<file path="src/rtl/base_sram_pkg.sv">
// Shared constants for the SRAM read-port slice: SRAM read latency and return-buffer depth.
package base_sram_pkg;

  localparam int RD_LAT    = 1;
  localparam int BUF_DEPTH = 3;

endpackage

</file>
<file path="src/rtl/base_sram_rdbuf.sv">
// Return buffer: circular FIFO, pointers wrap modulo depth; head is combinational, one cycle from push to head.
// Never refuses a push; the parent guarantees no push into a full buffer via its occupancy credit.
module base_sram_rdbuf #(
  parameter int width = 8,
  parameter int depth = 3
) (
  input  logic                         clk,
  input  logic                         reset,
  input  logic                         push,
  input  logic [0:width-1]             push_d,
  input  logic                         pop,
  output logic [0:width-1]             head,
  output logic [$clog2(depth+1)-1:0]   count
);
  localparam int PW = (depth > 1) ? $clog2(depth) : 1;

  logic [0:width-1] store [depth];
  logic [PW-1:0]    wptr;
  logic [PW-1:0]    rptr;

  function automatic logic [PW-1:0] bump(input logic [PW-1:0] p);
    return (p == PW'(depth - 1)) ? '0 : p + 1'b1;
  endfunction

  always_ff @(posedge clk) begin
    if (reset) begin
      wptr  <= '0;
      rptr  <= '0;
      count <= '0;
    end else begin
      if (push) wptr <= bump(wptr);
      if (pop)  rptr <= bump(rptr);
      case ({push, pop})
        2'b10:   count <= count + 1'b1;
        2'b01:   count <= count - 1'b1;
        default: count <= count;
      endcase
    end
  end

  // Data storage is deliberately left out of reset.
  always_ff @(posedge clk) begin
    if (push) store[wptr] <= push_d;
  end

  assign head = store[rptr];

endmodule

</file>
<file path="src/rtl/base_sram_rdport.sv">
// SRAM read port with 3-entry return buffer; 2-cycle request-to-response latency, 1 response/cycle.
// i_r is a registered-state credit (occ < 3): backpressure on o_r stalls acceptance, never loses data.
module base_sram_rdport
  import base_sram_pkg::*;
#(
  parameter int width  = 8,
  parameter int awidth = 4
) (
  input  logic              clk,
  input  logic              reset,
  input  logic              i_v,
  input  logic [0:awidth-1] i_a,
  output logic              i_r,
  output logic              o_re,
  output logic [0:awidth-1] o_ra,
  input  logic [0:width-1]  i_rd,
  output logic              o_v,
  output logic [0:width-1]  o_d,
  input  logic              o_r
);
  localparam int CW = $clog2(BUF_DEPTH + 1);

  logic          inflight;
  logic [CW-1:0] cnt;
  logic [CW:0]   occ;
  logic          pop;

  // Counting the in-flight read reserves its slot before the data arrives.
  assign occ  = {1'b0, cnt} + {{CW{1'b0}}, inflight};
  assign i_r  = ~reset & (occ < (CW+1)'(BUF_DEPTH));
  assign o_re = i_v & i_r;
  assign o_ra = i_a;

  always_ff @(posedge clk) begin
    if (reset) inflight <= 1'b0;
    else       inflight <= o_re;
  end

  assign o_v = ~reset & (cnt != '0);
  assign pop = o_v & o_r;

  base_sram_rdbuf #(
    .width (width),
    .depth (BUF_DEPTH)
  ) u_rdbuf (
    .clk    (clk),
    .reset  (reset),
    .push   (inflight),
    .push_d (i_rd),
    .pop    (pop),
    .head   (o_d),
    .count  (cnt)
  );

endmodule

</file>
<file path="config.mk">
export PLATFORM = sky130hd
export DESIGN_NAME = base_sram_rdport
export DESIGN_NICKNAME = d
export VERILOG_FILES = /design/src/rtl/base_sram_pkg.sv /design/src/rtl/base_sram_rdbuf.sv /design/src/rtl/base_sram_rdport.sv
export SDC_FILE = /design/constraint.sdc
export NUM_CORES = 1
export LEC_CHECK = 0
export ABC_AREA = 0
export CORE_MARGIN = 2
export CORE_UTILIZATION = 51
export DETAILED_ROUTE_END_ITERATION = 8
export GPL_ROUTABILITY_DRIVEN = 0
export PLACE_DENSITY = 0.94
export SLEW_MARGIN = 15
export SYNTH_ARGS = -nofsm -noshare
export SYNTH_HDL_FRONTEND = slang
export SYNTH_SLANG_ARGS = --single-unit
</file>
<file path="constraint.sdc">
create_clock -name clk -period 4.05 [get_ports clk]
set_input_delay 0.6075 -clock clk [delete_from_list [all_inputs] [get_ports clk]]
set_output_delay 0.6075 -clock clk [all_outputs]
set_load 0.05 [all_outputs]
</file>
==> metrics.md <==
| Metric | Value |
|---|---|
| CTS Buf Count | 5 |
| Post-Syn Area per Cell | 13.5 um^2 |
| Layout area overhead | 21.1% |
| Sum Neg Setup Slack | 0 ns |
| Num Clock Sinks | 33 |
| Kind of critical path | reg -> out |
| Startpoint types | flip-flop |
| Leak | 0.526 nW |
| DRC violation total after the first TritonRoute iteration | 12 |
| Clk_skew | 0.00394 ns |
| WL/cell | 13.7 um |
| EDFF count, synth | 24 |
| Final setup viols | 0 |
| Post-Synthesis Cells | 96 |
| Slew @ Worst Pin | 0.755 ns |
| Final hold vios | 0 |
| Routed Antenna Nets | 0 |
| Min cycle time layout | 3.08 ns |
| Clock Pin Slew Worst Setup and Hold Paths | 0.09 ns |
| Layout cells sized above 1 | 0.0750 |
| Final #Nets | 138 |
| Clock latency at the later pin of the worst-skew pair | 0.32 ns |
| Design Power | 0.676 mW |
| Die area | 2960 um^2 |
| Post-DR vias/cell | 5.23 |
| Synthesized flop and latch total | 33 |
| CTS tree | built |
| Relative max-transition margin | 0.495 |
| DRC violation count after routing | 0 |
| Clock Tree Root | clkbuf_4 |
| Switch share | 0.276 |
| Hold-fix buffers, CTS | 0 |
| Power Dens Cells | 431 nW/um^2 |
| Final Worst Setup Slack | 0.967 ns |
| Yosys cell types | 23 |
| H-tree Lvls | 2 |
| Top Metal Used | met4 |
| HP Class | reg -> reg |
| Drt pass-1 iters | 3 |
| Maximum clock rate | 0.324 GHz |
| Initial Util | 0.532 |
| Syn_nets | 115 |
| Top-level I/O count | 31 |
| Max_cap viols | 0 |
| Die height | 54.4 um |
| Sw power | 0.186 mW |
| N_diodes | 0 |
| Synth warn | 0 |
| Pre-CTS setup slack | 0.977 ns |
| CP Data Arrival Time | 2.48 ns |
| Sequential Power Share | 0.578 |
| Core Area | 2430 um^2 |
| Asr flop ratio synth | 0 |
| Prevailing post-synth register cell | edfxtp_1 |
| Site row count | 18 |
| Mapped cell area | 1290 um^2 |
| Met2 routed WL | 1140 um |
| Req. time, crit path | 3.44 ns |
| Vias in the first global route | 800 |
| Setup bufs post-CTS | 0 |
| Pins Over Slew Limit | 0 |
| Vias | 785 |
| RSZ-0062 raised after global routing | no |
| Most common cell after layout, fill and taps aside | edfxtp_1 |
| Nature of the critical path endpoint | output port |
| Comb power frac | 0.185 |
| Max Root-Sink Buffers | 2 |
| Max FO, Critical Path | 6 |
| Final core occ | 0.645 |
| PortBufs | 22 |
| GRT Total Usage | 0.163 |
| DR WL met3 | 150 um |
| Gates resized, CTS repair | 0 |
| Die X | 54.4 um |
| Post-synth top area cell | edfxtp_1 |
| Clk pwr share | 0.238 |
| Final HPWL DP | 1510 um |
| GRT overflow | 0 |
| Commonest cells after routing, fill and taps aside | edfxtp_1, clkdlybuf4s50_1, nand2_1 |
| Outcome | complete, no violations |
| Synth top area share | 0.557 |
| Detailed-route wire length | 2060 um |
| Final worst path period share | 0.761 |
| Max VDD drop | 0.350 mV |
| Wl on met1 | 737 um |
| Int Pwr | 0.490 mW |
| First-pass GRT wire length | 3190 um |
| Area contributors post-synth | edfxtp_1, dfxtp_1, mux2i_1 |
| Sequential area share after synthesis | 0.696 |
| Initial antenna violation count | 0 |
| Largest net degree at the start of global routing | 17 |
[synthesized netlist by cell type, types with 2 or more instances]
| library cell | instances |
|---|---|
| edfxtp_1 | 24 |
| nor2_1 | 6 |
| buf_4 | 4 |
| or3_1 | 2 |
| nand2_1 | 12 |
| a21oi_1 | 3 |
| o21ai_0 | 9 |
| clkbuf_1 | 2 |
| dfxtp_1 | 9 |
| ha_1 | 3 |
| mux2i_1 | 8 |
| and2_1 | 3 |
[area by class of cell]
type,count,area (um^2)
Clock inverter,3,12.5
Tap cell,30,37.5
Timing Repair Buffer,23,228
Multi-Input combinational cell,55,348
Sequential cell,33,901
Inverter,1,3.75
Fill cell,184,865
Clock buffer,5,37.5
[metal layers]
| layer | track usage | vias to the layer above |
|---|---|---|
| met5 | 0 | - |
| met4 | 0.0792 | 0 |
| met3 | 0.0656 | 7 |
| met2 | 0.321 | 26 |
| met1 | 0.134 | 366 |
| li1 | - | 386 |
[power by group through the flow]
| stage | registers [mW] | clock network [mW] | logic [mW] |
|---|---|---|---|
| floorplan | 0.391 | 0 | 0.0959 |
| global placement | 0.397 | 0 | 0.120 |
| detailed placement | 0.399 | 0 | 0.125 |
| CTS | 0.391 | 0.163 | 0.126 |
| global route | 0.393 | 0.182 | 0.133 |
| finish | 0.391 | 0.161 | 0.125 |
[registers in the layout, summed over array words and instances (netlist names), named ones only]
signal / cells
u_rdbuf.store: 24
u_rdbuf.count: 2
u_rdbuf.rptr: 2
u_rdbuf.wptr: 2
inflight: 1
[per-stage QoR]
stage          cells  cell area [um^2]  hold WS, ns
2_1_floorplan     96              1290        0.454
3_3_place_gp     142              1520        0.472
3_5_place_dp     142              1520        0.494
4_1_cts          150              1570        0.514
5_1_grt          150              1570        0.549
6_report         150              1570        0.515
[worst max-delay path: stages, from the launching register on]
cell             delay, ns
dfxtp_1               0.37
ha_1                  0.22
ha_1                  0.27
a211oi_1              0.33
and2_1                0.18
clkdlybuf4s50_1       0.80
[final timing paths]
kind / from / endpoint / slack (ns) / cells after the start
max: inflight / o_re / 0.97 / 5
min: u_rdbuf.rptr[1] / u_rdbuf.rptr[1] / 0.52 / 2
max reg2reg: u_rdbuf.count[0] / u_rdbuf.count[1] / 2.37 / 6
min reg2reg: u_rdbuf.rptr[1] / u_rdbuf.rptr[1] / 0.52 / 2
[kinds of logic (layout without fill, tap and decap cells)]
kind of cell,count (synthesis),count (layout),share of synthesized area
DFF,33,33,0.696
buffers and inverters,8,32,0.0357
xor gates and xnor gates,2,2,0.0135
and+or+nand+nor,26,26,0.0918
muxes,9,9,0.0705
AOI/OAI and AO/OA,15,15,0.0638
adders and majority gates,3,3,0.0290
Power figures use the tool's default switching activity.
